**config.mk**
```make
export PLATFORM = sky130hd
export DESIGN_NAME = instr_intake
export DESIGN_NICKNAME = d
export VERILOG_FILES = /design/src/rtl/mips_pkg.sv /design/src/rtl/sync_fifo.sv /design/src/rtl/instr_intake.sv
export SDC_FILE = /design/constraint.sdc
export NUM_CORES = 1
export LEC_CHECK = 0
export ABC_CLOCK_PERIOD_IN_PS = 2350
export CORE_MARGIN = 4
export CORE_UTILIZATION = 54
export CTS_CLUSTER_SIZE = 8
export DETAILED_ROUTE_END_ITERATION = 16
export PLACE_DENSITY = 0.79
export REMOVE_ABC_BUFFERS = 1
export SYNTH_ARGS = -nofsm -noshare
export SYNTH_HDL_FRONTEND = slang
export SYNTH_SLANG_ARGS = --single-unit
```
**constraint.sdc**
```tcl
create_clock -name clock -period 2.35 [get_ports clock]
set_input_delay 0.3525 -clock clock [delete_from_list [all_inputs] [get_ports clock]]
set_output_delay 0.3525 -clock clock [all_outputs]
set_load 0.03 [all_outputs]
```
**src/rtl/mips_pkg.sv**
```systemverilog
`default_nettype none
// ============================================================================
//  Module      : mips_pkg
//  Description : Shared constants for the MIPS instruction-intake path:
//                default word width, the opcode/funct values the intake
//                treats as legal, and the bit positions of those fields.
//  Ports       : none (package)
//  Revision    : 1.0 - initial release
// ============================================================================
package mips_pkg;

    localparam int INSTR_W  = 32;

    // Field positions inside a 32-bit MIPS instruction word
    localparam int OP_MSB   = 31;
    localparam int OP_LSB   = 26;
    localparam int FUN_MSB  = 5;
    localparam int FUN_LSB  = 0;

    // Opcodes and R-type function codes accepted as legal
    localparam logic [5:0] OP_RTYPE = 6'd0;
    localparam logic [5:0] OP_LW    = 6'd35;
    localparam logic [5:0] OP_SW    = 6'd43;
    localparam logic [5:0] FUN_ADD  = 6'd32;
    localparam logic [5:0] FUN_SUB  = 6'd34;

    // True for the supported subset: R-type add/sub, lw, sw
    function automatic logic is_legal(input logic [5:0] op, input logic [5:0] fun);
        return ((op == OP_RTYPE) && ((fun == FUN_ADD) || (fun == FUN_SUB)))
               || (op == OP_LW) || (op == OP_SW);
    endfunction

endpackage : mips_pkg
`default_nettype wire

```
**src/rtl/sync_fifo.sv**
```systemverilog
`default_nettype none
// ============================================================================
//  Module      : sync_fifo
//  Description : Single-clock in-order queue with registered storage and a
//                combinational head read. Occupancy is a dedicated counter;
//                full/empty are decoded from it.
//  Ports       : clock    - rising-edge clock
//                reset    - asynchronous active-low reset
//                i_push   - write request (dropped when full and no pop)
//                i_pop    - read request (ignored when empty)
//                i_data   - write data
//                o_data   - head-of-queue word
//                o_count  - current occupancy
//                o_full   - count == DEPTH
//                o_empty  - count == 0
//  Revision    : 1.0 - initial release
// ============================================================================
module sync_fifo #(
    parameter int DATA_W = 32,
    parameter int DEPTH  = 4
) (
    input  logic                       clock,
    input  logic                       reset,
    input  logic                       i_push,
    input  logic                       i_pop,
    input  logic [DATA_W-1:0]          i_data,
    output logic [DATA_W-1:0]          o_data,
    output logic [$clog2(DEPTH):0]     o_count,
    output logic                       o_full,
    output logic                       o_empty
);

    localparam int AW = $clog2(DEPTH);
    localparam int CW = AW + 1;

    logic [DATA_W-1:0] r_mem [DEPTH];
    logic [AW-1:0]     r_wr_ptr;
    logic [AW-1:0]     r_rd_ptr;
    logic [CW-1:0]     r_count;

    logic              w_pop;
    logic              w_push;

    assign o_full  = (r_count == CW'(DEPTH));
    assign o_empty = (r_count == '0);

    // A pop in the same cycle frees a slot, so a push into a full queue
    // is still accepted when it coincides with a pop.
    assign w_pop   = i_pop & ~o_empty;
    assign w_push  = i_push & (~o_full | w_pop);

    assign o_data  = r_mem[r_rd_ptr];
    assign o_count = r_count;

    // Pointers are AW bits wide and DEPTH is a power of two, so they wrap
    // naturally. Storage is cleared on reset so the head reads zero.
    always_ff @(posedge clock or negedge reset) begin
        if (!reset) begin
            for (int i = 0; i < DEPTH; i++) begin
                r_mem[i] <= '0;
            end
            r_wr_ptr <= '0;
            r_rd_ptr <= '0;
            r_count  <= '0;
        end else begin
            if (w_push) begin
                r_mem[r_wr_ptr] <= i_data;
                r_wr_ptr        <= r_wr_ptr + AW'(1);
            end
            if (w_pop) begin
                r_rd_ptr <= r_rd_ptr + AW'(1);
            end
            case ({w_push, w_pop})
                2'b10:   r_count <= r_count + CW'(1);
                2'b01:   r_count <= r_count - CW'(1);
                default: r_count <= r_count;
            endcase
        end
    end

endmodule : sync_fifo
`default_nettype wire

```
**src/rtl/instr_intake.sv**
```systemverilog
`default_nettype none
// ============================================================================
//  Module      : instr_intake
//  Description : CPU-side receiver for the instruction-issue interface.
//                Captures instrword once per newinstr rising edge into an
//                in-order queue and presents the head over valid/ready.
//                Reports occupancy, a sticky overflow flag, a retired count
//                and whether the head is outside the supported subset.
//  Ports       : clock, reset(async, active-low)
//                newinstr, instrword          - issue strobe and word
//                instr_out, instr_valid       - head word / valid
//                instr_ready                  - consumer accepts head
//                opcode, illegal              - head decode
//                count, full, empty           - occupancy
//                overflow                     - sticky dropped-issue flag
//                retired                      - pops since reset (wraps)
//  Revision    : 1.0 - initial release
// ============================================================================
module instr_intake #(
    parameter int INSTR_W = mips_pkg::INSTR_W,
    parameter int DEPTH   = 4,
    parameter int CNT_W   = 16
) (
    input  logic                     clock,
    input  logic                     reset,
    input  logic                     newinstr,
    input  logic [INSTR_W-1:0]       instrword,
    output logic [INSTR_W-1:0]       instr_out,
    output logic                     instr_valid,
    input  logic                     instr_ready,
    output logic [5:0]               opcode,
    output logic                     illegal,
    output logic [$clog2(DEPTH):0]   count,
    output logic                     full,
    output logic                     empty,
    output logic                     overflow,
    output logic [CNT_W-1:0]         retired
);

    import mips_pkg::*;

    logic             r_newinstr_q;
    logic             r_overflow;
    logic [CNT_W-1:0] r_retired;

    logic             w_rise;
    logic             w_pop;
    logic             w_drop;

    // One push per strobe regardless of how long the issuer holds it.
    // r_newinstr_q resets low, so a strobe held across reset release
    // counts as a fresh rise.
    assign w_rise = newinstr & ~r_newinstr_q;
    assign w_pop  = instr_valid & instr_ready;
    assign w_drop = w_rise & full & ~w_pop;

    sync_fifo #(
        .DATA_W (INSTR_W),
        .DEPTH  (DEPTH)
    ) u_fifo (
        .clock   (clock),
        .reset   (reset),
        .i_push  (w_rise),
        .i_pop   (w_pop),
        .i_data  (instrword),
        .o_data  (instr_out),
        .o_count (count),
        .o_full  (full),
        .o_empty (empty)
    );

    assign instr_valid = ~empty;
    assign opcode      = instr_out[OP_MSB:OP_LSB];
    assign illegal     = instr_valid & ~is_legal(instr_out[OP_MSB:OP_LSB],
                                                 instr_out[FUN_MSB:FUN_LSB]);
    assign overflow    = r_overflow;
    assign retired     = r_retired;

    always_ff @(posedge clock or negedge reset) begin
        if (!reset) begin
            r_newinstr_q <= 1'b0;
            r_overflow   <= 1'b0;
            r_retired    <= '0;
        end else begin
            r_newinstr_q <= newinstr;
            if (w_drop) begin
                r_overflow <= 1'b1;
            end
            if (w_pop) begin
                r_retired <= r_retired + CNT_W'(1);
            end
        end
    end

endmodule : instr_intake
`default_nettype wire
```
* Word level (Yosys, flattened, before mapping)
Index checks and enable logic that the tools add are counted.
** Cells by class
- $add $sub $neg :: 5
- Bitwise logic cells :: 15
- Eq/ne operators :: 7
- Order comparisons :: 3
- Multiplexer cells :: 7
- Reduce and logical (&&, ||, !) cells :: 8
** Operators by type and width (count)
- $bwmux W128 :: 1
- $mux W32 :: 3
- $bmux W32 S2 :: 1
- $demux W32 S2 :: 1
- $eq A6 B6 Y1 const B :: 4
- $add A16 B1 Y16 const B :: 1
- $and A1 B1 Y1 :: 7
- $ge A3 B3 Y1 const B :: 2
- $logic_not A6 Y1 :: 1
- $not A2 Y3 :: 2
- $pmux W3 S2 :: 1
- $not A1 Y1 :: 5
- $add A2 B1 Y2 const B :: 2
- $add A3 B1 Y3 const B :: 1
- $eq A3 B3 Y1 const B :: 1
- $logic_not A3 Y1 :: 1
- $logic_or A1 B1 Y1 :: 3
- $lt A3 B1 Y1 const B :: 1
- $sub A3 B1 Y3 const B :: 1
- $eq A2 B1 Y1 const B :: 1
- $eq A2 B2 Y1 const B :: 1
- $logic_and A1 B1 Y1 :: 2
- $reduce_bool A2 Y1 :: 1
- $or A1 B1 Y1 :: 1
** Storage, ports and cells
- Flip-flop bits (word level) :: 153

* Depth between registers and ports, before layout
Gate-level depths: netlist of the first run.
- Depth in word-level cells :: 11
- Gate-level depth with buffers :: 9
- Gate-level depth less buffers :: 9

* By module
Synthesis of the first run repeated with hierarchy kept, for this count alone.
** Unflattened totals
- Cells, all modules :: 428
- Area, all modules :: 6891.6 µm²
** Modules (own cells, without submodules)
- sync_fifo :: instances 1, cells each 349, seq. area each 3378.2 µm², area each 5973.2 µm²
- instr_intake :: instances 1, cells each 79, seq. area each 450.4 µm², area each 918.4 µm²

* Worst setup path before layout of the first run
OpenSTA, ideal clock, no wires.
- Path kind :: reg-to-output
- Start :: register u_fifo.r_rd_ptr[0]
- End :: output port illegal
- Setup slack :: -0.007 ns
- Data required time :: 1.997 ns
- Cell stages (with the launch flop) :: 7
- Arrival :: 2.004 ns
- Cells stage by stage :: dfrtp_1 > buf_2 > buf_2 > mux4_2 > nor2_1 > nand4_1 > and3_1
** Between the ends
- Elaborated cells on any way between the ends :: 15
- Classes of those cells :: eq/ne (4); mux (3); bitwise (3); reduce/logical (5)
** RTL lines
- start, declared :: RTL line sync_fifo.sv:38 : logic [AW-1:0] r_rd_ptr;
- start signal, assigned :: RTL line sync_fifo.sv:71 : r_rd_ptr <= r_rd_ptr + AW'(1);
- $not A2 Y3 (implied by the code) * :: RTL line sync_fifo.sv:52 : assign o_data = r_mem[r_rd_ptr];
- $bmux W32 S2 * :: RTL line sync_fifo.sv:52
- $mux W32 (implied by the code) * (2 in a row) :: RTL line sync_fifo.sv:52
- via instr_out[28] :: RTL line instr_intake.sv:28 : output logic [INSTR_W-1:0] instr_out,
- $logic_not A6 Y1 :: RTL line mips_pkg.sv:29 : return ((op == OP_RTYPE) && ((fun == FUN_ADD) || (fun == FUN_SUB)))
- $logic_and A1 B1 Y1 :: RTL line mips_pkg.sv:29
- $logic_or A1 B1 Y1 :: RTL line mips_pkg.sv:30 : || (op == OP_LW) || (op == OP_SW);
- $logic_or A1 B1 Y1 * :: RTL line mips_pkg.sv:30
- $not A1 Y1 * :: RTL line instr_intake.sv:74 : assign illegal = instr_valid & ~is_legal(instr_out[OP_MSB:OP_LSB],
- $and A1 B1 Y1 * :: RTL line instr_intake.sv:74
- end, declared :: RTL line instr_intake.sv:32 : output logic illegal,
Mark *: on every way through the listed nets, which the timed path passes. The rest lies on a longest branch. The select of a mux whose other input is x is not followed.

* Worst setup path after layout of the first run
- Start :: register u_fifo.r_rd_ptr[0]
- End :: output port illegal
** Between the ends
- Longest elaborated chain between the ends :: 11
- Elaborated cells on any way between the ends :: 15
- Classes of those cells :: eq/ne (4); mux (3); bitwise (3); reduce/logical (5)
** RTL lines (RTL line)
- $not A2 Y3 (implied by the code) * :: sync_fifo.sv:52
- $bmux W32 S2 * :: sync_fifo.sv:52
- $mux W32 (implied by the code) * (2 in a row) :: sync_fifo.sv:52
- $eq A6 B6 Y1 :: mips_pkg.sv:29
- $logic_or A1 B1 Y1 :: mips_pkg.sv:29
- $logic_and A1 B1 Y1 :: mips_pkg.sv:29
- $logic_or A1 B1 Y1 :: mips_pkg.sv:30
- $logic_or A1 B1 Y1 * :: mips_pkg.sv:30
- $not A1 Y1 * :: instr_intake.sv:74
- $and A1 B1 Y1 * :: instr_intake.sv:74
Every way passes the cells marked *; elsewhere a longest branch is shown, timed or not. The select of a mux whose other input is x is not followed.

==> results.py, run 1 <==
metrics = {
    "outcome": {
        "result_of_the_run": "finished with violations",
        "violated_checks": "setup timing",
    },
    "global_route": {
        "antenna_found_initial": 0,
        "grt_max_degree": 56,
        "grt_usage_pct": 22.8,
        "first_global_vias": 4721,
        "global_route_wire_length_before_repair_mm": 25.0,
        "grt_overflow_total": 0,
    },
    "worst_setup_path": {
        "critical_path_cell_by_cell": "buf_12 > buf_12 > mux4_2 > nor3_1 > nand4_1 > and3_4 > buf_6",
        "max_stage_delay_ns": 0.57,
        "worst_setup_slack_for_register_to_register_paths_ns": 0.16,
        "end_kind": "output pin",
        "crit_path_top_delay_cell": "mux4_2",
        "critPathKind": "register to output pin",
        "path_max_fanout": 5,
        "setup.worst_path.start_class": "register",
        "critical_path_s_most_frequent_cell": "buf_12",
        "worst-endpoint-required_ns": 2.00,
        "worst_ep_arrival_ns": 2.33,
    },
    "route": {
        "routed_length_per_instance_um": 20.7,
        "routed_via_density": 5.62,
        "dr_total_vias": 4207,
        "detail_route.wirelength_mm": 15.5,
        "initialDrtViolationCount": 364,
        "post-route-drc-count": 0,
        "ant_nets": 0,
        "sum_of_met2_wire_segment_lengths_after_detailed_routing_mm": 8.16,
        "detail_route.wirelength.met1_mm": 6.21,
        "dr_wl_met3_um": 780,
        "drt_first_pass_iters": 4,
        "highest-signal-layer": "met4",
    },
    "clock_tree": {
        "clockBufferDepth": 2,
        "ctsRootBufferMaster": "clkbuf_16",
        "clock_insertion_delay_worst_skew_ns": 0.42,
        "tritoncts_num_sinks": 153,
        "cts_made_buffers": 17,
        "path_clk_slew_ns": 0.06,
        "cts.htree.levels": 4,
        "cts_tree": "yes",
    },
    "yosys": {
        "post_synth_instance_area_sq_um": 6740,
        "synth-edff-count": 0,
        "ys_seq_area_share_pct": 56.8,
        "ys_async_sr_fraction_pct": 100,
        "synth.avg_cell_area_sq_um": 15.7,
        "synth_top_area_share_pct": 56.8,
        "synth_common_cells": "dfrtp_1 (153), mux2_2 (128), mux4_2 (32)",
        "yosys_register_bits": 153,
        "synthDominantAreaCellType": "dfrtp_1",
        "synthesis.instances": 430,
        "synth_cell_type_count": 28,
        "dominantRegCellSynth": "dfrtp_1",
        "yosys.cell_count.top_type": "dfrtp_1",
        "yosys-top-cells-area": "dfrtp_1 (57%), mux2_2 (21%), mux4_2 (11%)",
        "yosysWarnings": 0,
    },
    "floorplan": {
        "num_rows": 40,
        "design.die.area_sq_um": 14300,
        "chipHeight_um": 120,
        "effective_utilization_at_floorplan_pct": 55.7,
        "floorplan.io_pins": 98,
        "core_region_area_sq_um": 12100,
        "dieWidth_um": 120,
    },
    "min_path": {
        "min_path_type": "primary input to register",
    },
    "layout": {
        "post-route-util_pct": 73.9,
        "final_nets": 610,
        "insertedDiodeCount": 0,
        "finalInstanceArea_sq_um": 8950,
        "drive_above_1_share_pct": 49.7,
        "area_growth_from_synthesis_to_layout_pct": 32.8,
        "nFillCells": 756,
    },
    "placed_design": {
        "placed_area_sq_um": 8090,
        "port_buffers": 97,
        "dp.final_hpwl_mm": 9.67,
        "globalplace.congestion": 0.764,
    },
    "pwr": {
        "power_leakage_uw": 0.00399,
        "ir_drop_uv": 1080,
        "power_density_nw_per_um2": 1660,
    },
    "sta": {
        "final-setup-viol-count": 5,
        "final_max_slew_viol_count": 0,
        "achievable-frequency_mhz": 373,
        "timing_worst_slew_pin_value_ns": 0.547,
        "grt_setup_unrepaired": "true",
        "post-route-worst-setup-slack_ns": -0.330,
        "slew_headroom_pct": 63.3,
        "totalNegativeSetupSlack_ns": -0.475,
        "timing.final.crit_share_pct": 114,
        "hold_violations": 0,
        "layout_min_cycle_time_ns": 2.68,
        "worst_clock_skew_ns": 0.00881,
    },
    "flow_run": {
        "timing.max_cap.violations": 0,
    },
}
metal layers:
metal / track usage (%) / vias up
li1: - / 1844
met1: 27.3 / 2210
met2: 39.3 / 129
met3: 6.93 / 24
met4: 8.16 / 0
met5: 0 / -
sequential cells by signal, summed over array words and instances (netlist names):
signal,flops
u_fifo.r_rd_ptr,2
u_fifo.o_count,3
retired,16
r_newinstr_q,1
overflow,1
u_fifo.r_mem,128
u_fifo.r_wr_ptr,2
what timing repair did:
item                       4_1_cts  5_1_grt
gates cloned                     1        0
gates resized for setup         91       57
setup buffers                    8       10
pin swaps                        1        4
hold endpoints to repair        52        0
setup endpoints to repair       27       20
hold buffers                     1        0
layout make-up:
class	instances	area, sq um	share of cell area [%]
clock buffers	20	457	5.10
clock inverters	12	196	2.20
inverters	13	48.8	0.545
multi-input cells	239	2770	30.9
flip-flops and latches	153	3830	42.8
well taps	168	210	2.35
repair buffers	143	1440	16.1
layout by cell type (no fill, tap or decap), types with 2 or more instances in the layout:
master           synthesis  routed
clkinvlp_4               0       3
clkdlybuf4s50_1          0      55
mux4_2                  32      32
and3_1                   3       2
clkbuf_8                 0       2
xnor2_1                 13      13
buf_4                    6      35
dfrtp_2                  0       2
nor4_1                   2       2
nand3_1                  4       4
buf_12                   0      13
nor2_1                   6       4
dlygate4sd2_1            0       3
nand4_1                  6       6
nand2_2                  0       4
dfrtp_1                153     151
clkbuf_16                0      17
buf_6                    0      13
buf_2                   16      19
or3_1                    2       2
clkinv_2                 0       3
xor2_1                   8       8
nor3_1                   5       5
inv_1                   13      13
nand2_1                 14      10
ha_1                     6       6
bufinv_16                0       5
mux2_2                 128     128
power by group:
part | switching, uW | internal [uW] | total (uW) | leakage, uW
Sequential | 773 | 3880 | 4650 | 0.00184
Clock | 1050 | 1940 | 2990 | 0.000312
Combinational | 3600 | 3590 | 7190 | 0.00183
worst max-delay path, delay by kind of cell (launching register included):
kind	cells	cell delay [ns]
and+or+nand+nor	3	0.55
muxes	1	0.57
DFF	1	0.40
buffers and inverters	3	0.40
worst paths after layout:
kind	start	to	cells past startpoint
max	u_fifo.r_rd_ptr[0]$_DFFE_PN0P_	illegal	7
min	newinstr	r_newinstr_q$_DFF_PN0_	1
max reg2reg	u_fifo.o_count[0]$_DFFE_PN0P_	u_fifo.o_count[2]$_DFFE_PN0P_	10
min reg2reg	overflow$_DFFE_PN0P_	overflow$_DFFE_PN0P_	1
max in group asynchronous	reset	u_fifo.r_mem[61]$_DFFE_PN0P_	3
min in group asynchronous	reset	u_fifo.r_mem[45]$_DFFE_PN0P_	2
per-stage QoR:
stage | std cells | power, uW | setup WS (ns) | hold WS, ns
floorplan | 405 | 8830 | -0.887 | 0.0569
finish | 748 | 14800 | -0.330 | 0.433
global route | 748 | 15600 | -0.383 | 0.434
CTS | 739 | 14700 | -0.265 | 0.420
global placement | 697 | 11200 | 0.0170 | 0.340
detailed placement | 697 | 11400 | -0.0785 | 0.348
cell families (layout without fill, tap and decap cells):
| family | count (synthesis) | in the layout | share of synthesized area, % |
|---|---|---|---|
| adder cells (fa/ha/maj) | 7 | 7 | 1.41 |
| buffers and inverters | 38 | 188 | 2.75 |
| flip-flops | 153 | 153 | 56.8 |
| XOR/XNOR | 21 | 21 | 2.73 |
| AO/OA/AOI/OAI | 3 | 3 | 0.390 |
| AND/OR/NAND/NOR | 47 | 47 | 3.69 |
| multiplexers | 161 | 161 | 32.2 |
No activity file was read; power rests on OpenSTA's default activity.
==> run 2: changes to the inputs <==
--- a/config.mk
+++ b/config.mk
@@ -12,6 +12,7 @@
 export DETAILED_ROUTE_END_ITERATION = 16
 export PLACE_DENSITY = 0.79
 export REMOVE_ABC_BUFFERS = 1
+export SETUP_SLACK_MARGIN = 0.1
 export SYNTH_ARGS = -nofsm -noshare
 export SYNTH_HDL_FRONTEND = slang
 export SYNTH_SLANG_ARGS = --single-unit
==> results.py, run 2 (synthesized netlist as in run 1, its figures left out) <==
metrics = {
    "outcome": {
        "result_of_the_run": "finished with violations",
        "violated_checks": "setup timing",
    },
    "pwr": {
        "pwr-share-clk_pct": 19.4,
        "p_int_uw": 9850,
        "netSwitchingFraction_pct": 36.1,
        "p_seq_share_pct": 30.2,
        "power_leakage_uw": 0.00406,
        "power.share.combinational_pct": 50.4,
        "power_density_nw_per_um2": 1690,
        "switchingPower_uw": 5560,
        "ir_drop_uv": 1220,
    },
    "layout": {
        "largest_reg_flops": 128,
        "drive_above_1_share_pct": 50.7,
        "finalInstanceArea_sq_um": 9130,
        "layout_commonest_cell": "dfrtp_1",
        "nFillCells": 722,
        "insertedDiodeCount": 0,
        "most_used_cells_in_the_layout_excluding_fill_and_tap_cells": "dfrtp_1 (151), mux2_2 (128), clkdlybuf4s50_1 (54)",
        "total_area_of_multi_input_combinational_cells_sq_um": 2780,
        "registers.top_by_ff_count": "u_fifo.r_mem",
        "layout.area.seq_sq_um": 3830,
        "final_nets": 616,
        "area_growth_from_synthesis_to_layout_pct": 35.4,
    },
    "global_route": {
        "first_global_vias": 4729,
        "grt_usage_pct": 22.9,
        "grt_max_degree": 56,
        "global_route_wire_length_before_repair_mm": 25.0,
        "antenna_found_initial": 0,
        "grt_overflow_total": 0,
    },
    "min_path": {
        "min_path_type": "primary input to register",
        "worst_hold_startpoint": "newinstr",
    },
    "route": {
        "routed_length_per_instance_um": 20.7,
        "post-route-drc-count": 0,
        "drt_first_pass_iters": 5,
        "ant_nets": 0,
        "detail_route.wirelength_mm": 15.6,
        "initialDrtViolationCount": 357,
        "dr_total_vias": 4265,
        "routed_via_density": 5.66,
    },
    "placed_design": {
        "dp.final_hpwl_mm": 9.67,
        "globalplace.congestion": 0.764,
        "port_buffers": 97,
        "placed_area_sq_um": 8090,
    },
    "clock_tree": {
        "tritoncts_num_sinks": 153,
        "cts_tree": "yes",
        "clock_insertion_delay_worst_skew_ns": 0.43,
        "cts_made_buffers": 17,
        "ctsRootBufferMaster": "clkbuf_16",
        "clockBufferDepth": 2,
        "path_clk_slew_ns": 0.06,
        "cts.htree.levels": 4,
    },
    "flow_run": {
        "timing.max_cap.violations": 0,
    },
    "floorplan": {
        "chipHeight_um": 120,
        "effective_utilization_at_floorplan_pct": 55.7,
        "floorplan.io_pins": 98,
        "design.die.area_sq_um": 14300,
        "core_region_area_sq_um": 12100,
        "dieWidth_um": 120,
        "num_rows": 40,
    },
    "worst_setup_path": {
        "regToRegStartpoint": "u_fifo.o_count[0]$_DFFE_PN0P_",
        "setup.worst_path.start_class": "register",
        "path_max_fanout": 5,
        "end_kind": "output pin",
        "worst-endpoint-required_ns": 2.00,
        "critPathKind": "register to output pin",
        "setup.worst_path.start": "u_fifo.r_rd_ptr[0]$_DFFE_PN0P_",
        "worst_ep_arrival_ns": 2.29,
    },
    "sta": {
        "worst_clock_skew_ns": 0.0107,
        "achievable-frequency_mhz": 378,
        "grt_setup_unrepaired": "true",
        "final_max_slew_viol_count": 0,
        "post-route-worst-setup-slack_ns": -0.297,
        "slew_headroom_pct": 64.3,
        "layout_min_cycle_time_ns": 2.65,
        "final-setup-viol-count": 12,
        "hold_violations": 0,
        "timing_worst_slew_pin_value_ns": 0.535,
        "totalNegativeSetupSlack_ns": -1.09,
        "timing.final.crit_share_pct": 113,
    },
}
-- run 2: power groups by stage --
stage	combinational, uW	sequential (uW)	clock, uW
2_1_floorplan	4100	4730	0
5_1_grt	8200	4770	3150
3_3_place_gp	6640	4540	0
4_1_cts	6930	4610	3040
6_report	7760	4660	2990
3_5_place_dp	6770	4630	0
-- run 2: path summary, 6_finish.rpt --
| path | end | slack, ns | cells after the start |
|---|---|---|---|
| worst max register to register | u_fifo.o_count[2]$_DFFE_PN0P_ | 0.20 | 10 |
| worst max-delay path | illegal | -0.30 | 7 |
| worst min-delay path | r_newinstr_q$_DFF_PN0_ | 0.43 | 1 |
| min in group asynchronous | u_fifo.r_mem[121]$_DFFE_PN0P_ | 0.47 | 2 |
| max in group asynchronous | u_fifo.r_mem[61]$_DFFE_PN0P_ | 1.25 | 3 |
| worst min register to register | overflow$_DFFE_PN0P_ | 0.49 | 1 |
-- run 2: routing by layer --
layer	GRT usage (%)	part of all wire (%)
met1	27.1	40
met2	39.5	53
met3	7.07	5.6
met4	8.16	1.7
met5	0	0
-- run 2: per-stage QoR --
step,cells,util (%),worst slack (ns),hold WS [ns],power [uW]
floorplan,405,-,-0.887,0.0569,8830
global placement,697,66.8,0.0170,0.340,11200
detailed placement,697,66.8,-0.0785,0.348,11400
CTS,739,73.0,-0.265,0.420,14600
global route,754,75.4,-0.341,0.433,16100
finish,754,75.4,-0.297,0.427,15400
-- run 2: area by class of cell --
type | count | area share, %
inverter | 13 | 0.535
multi-input combinational | 239 | 30.5
clock buffer | 20 | 5.00
sequential | 153 | 42.0
timing repair buffer | 149 | 17.6
tap | 168 | 2.30
clock inverter | 12 | 2.15
-- run 2: critical path, stage by stage (launching register included) --
cell and delay (ns):
dfrtp_2 0.39, buf_12 0.13, buf_12 0.12, mux4_2 0.55, nor3_1 0.23, nand4_1 0.13, and3_4 0.19, buf_6 0.13
-- run 2: what timing repair did --
action / CTS / global route
resized for setup: 132 / 78
setup endpoints to repair: 36 / 35
pin swaps: 1 / 4
buffers inserted: 8 / 18
hold endpoints to repair: 52 / 0
cloned: 1 / 0
hold buffers: 1 / 0
==> run 3: changes to the inputs <==
--- a/config.mk
+++ b/config.mk
@@ -10,7 +10,7 @@
 export CORE_UTILIZATION = 54
 export CTS_CLUSTER_SIZE = 8
 export DETAILED_ROUTE_END_ITERATION = 16
-export PLACE_DENSITY = 0.79
+export PLACE_DENSITY = 0.76
 export REMOVE_ABC_BUFFERS = 1
 export SETUP_SLACK_MARGIN = 0.1
 export SYNTH_ARGS = -nofsm -noshare
==> results.py, run 3 (synthesized netlist as in run 1, its figures left out) <==
metrics = {
    "min_path": {
        "min_path_type": "primary input to register",
        "min_path_cells": 1,
    },
    "route": {
        "routed_via_density": 5.51,
        "routed_length_per_instance_um": 19.0,
        "initialDrtViolationCount": 156,
        "ant_nets": 0,
        "detail_route.wirelength_mm": 14.1,
        "dr_total_vias": 4078,
        "drt_first_pass_iters": 4,
        "post-route-drc-count": 0,
    },
    "sta": {
        "final-setup-viol-count": 18,
        "final_max_slew_viol_count": 0,
        "slew_headroom_pct": 60.2,
        "timing.final.crit_share_pct": 113,
        "grt_setup_unrepaired": "true",
        "achievable-frequency_mhz": 377,
        "post-route-worst-setup-slack_ns": -0.304,
        "totalNegativeSetupSlack_ns": -1.22,
        "timing_worst_slew_pin_value_ns": 0.597,
        "hold_violations": 0,
        "worst_clock_skew_ns": 0.00786,
        "layout_min_cycle_time_ns": 2.65,
        "timing.hold.ws_ns": 0.436,
    },
    "global_route": {
        "grt_overflow_total": 0,
        "grt-busiest-layer": "met2",
        "grtUsageMet2_pct": 34.9,
        "antenna_found_initial": 0,
        "grt.met3_usage_pct": 5.23,
        "grt_usage_pct": 21.0,
        "first_global_vias": 4481,
        "global_route_wire_length_before_repair_mm": 23.4,
        "met1_usage_pct": 27.1,
        "grt_max_degree": 65,
    },
    "flow_run": {
        "timing.max_cap.violations": 0,
    },
    "layout": {
        "final_nets": 604,
        "drive_above_1_share_pct": 47.6,
        "most_used_cells_in_the_layout_excluding_fill_and_tap_cells": "dfrtp_1 (151), mux2_2 (128), clkdlybuf4s50_1 (55)",
        "area_growth_from_synthesis_to_layout_pct": 29.9,
        "insertedDiodeCount": 0,
        "registers.top_by_ff_count": "u_fifo.r_mem",
        "largest_reg_flops": 128,
        "layout_commonest_cell": "dfrtp_1",
    },
    "worst_setup_path": {
        "max_stage_delay_ns": 0.50,
        "worstRegToRegCells": 10,
        "critical_path_cell_by_cell": "buf_4 > buf_6 > mux4_2 > nor4b_4 > buf_4 > nand4_1 > and3_4 > buf_6",
        "end_kind": "output pin",
        "setup.worst_path.start_class": "register",
        "worst_ep_arrival_ns": 2.30,
        "crit_path_top_delay_cell": "mux4_2",
        "worst-endpoint-required_ns": 2.00,
        "path_max_fanout": 6,
        "critPathKind": "register to output pin",
    },
    "floorplan": {
        "num_rows": 40,
        "design.die.area_sq_um": 14300,
        "floorplan.io_pins": 98,
        "core_region_area_sq_um": 12100,
        "chipHeight_um": 120,
        "effective_utilization_at_floorplan_pct": 55.7,
        "dieWidth_um": 120,
    },
    "clock_tree": {
        "path_clk_slew_ns": 0.05,
        "tritoncts_num_sinks": 153,
        "clockBufferDepth": 2,
        "cts.htree.levels": 4,
        "cts_made_buffers": 17,
        "cts_tree": "yes",
        "clock_insertion_delay_worst_skew_ns": 0.42,
        "ctsRootBufferMaster": "clkbuf_16",
    },
    "placed_design": {
        "port_buffers": 97,
        "pre_cts_ws_ns": -0.408,
        "dp.final_hpwl_mm": 9.63,
        "globalplace.congestion": 0.755,
    },
    "pwr": {
        "power_density_nw_per_um2": 1600,
        "ir_drop_uv": 1360,
        "power_leakage_uw": 0.00387,
    },
    "outcome": {
        "violated_checks": "setup timing",
        "result_of_the_run": "finished with violations",
    },
}
==> run 3: power breakdown <==
| part | switching [uW] | internal, uW |
|---|---|---|
| clock network | 972 | 1550 |
| registers | 728 | 3880 |
| logic | 3410 | 3440 |
| total | 5110 | 8870 |
==> run 3: final timing paths <==
check	slack (ns)	to	start
worst max-delay path	-0.30	illegal	u_fifo.r_rd_ptr[0]$_DFFE_PN0P_
worst min-delay path	0.44	r_newinstr_q$_DFF_PN0_	newinstr
worst max register to register	0.22	u_fifo.o_count[2]$_DFFE_PN0P_	u_fifo.o_count[0]$_DFFE_PN0P_
worst min register to register	0.48	overflow$_DFFE_PN0P_	overflow$_DFFE_PN0P_
max in group asynchronous	1.13	u_fifo.r_mem[73]$_DFFE_PN0P_	reset
min in group asynchronous	0.48	u_fifo.r_mem[38]$_DFFE_PN0P_	reset
==> run 3: repair_timing <==
action                                 4_1_cts  5_1_grt
hold buffers                                 1        0
cloned                                       0        0
endpoints found under the hold margin       60        0
buffers inserted                             1        2
pin swaps                                    1        0
resized for setup                          143       32
setup endpoints to repair                   41       37
==> run 3: worst max-delay path: cells and delay by family (launching register included) <==
kind	cells	cell delay, ns
buf+inv	4	0.51
flops	1	0.45
mux	1	0.50
simple gates	3	0.43
==> run 3: stage by stage <==
| stage | std cells | total power, uW | cell area, sq um | util [%] |
|---|---|---|---|---|
| floorplan | 405 | 8830 | 6600 | - |
| global placement | 706 | 11400 | 8150 | 67.3 |
| detailed placement | 706 | 11600 | 8150 | 67.3 |
| CTS | 738 | 13900 | 8710 | 71.9 |
| global route | 740 | 14700 | 8760 | 72.3 |
| finish | 740 | 14000 | 8760 | 72.3 |
==> run 3: final cells by class <==
cell class / count / area (sq um)
inverters: 13 / 48.8
multi-input cells: 239 / 2770
clock inverters: 3 / 40.0
clock buffers: 27 / 503
repair buffers: 137 / 1350
flip-flops and latches: 153 / 3830
well taps: 168 / 210
fillers: 836 / 3360
==> run 3: per-layer routing <==
layer | vias to the layer above | share of wire (%)
li1 | 1829 | -
met1 | 2149 | 43
met2 | 79 | 51
met3 | 21 | 3.8
met4 | 0 | 1.8
met5 | - | 0
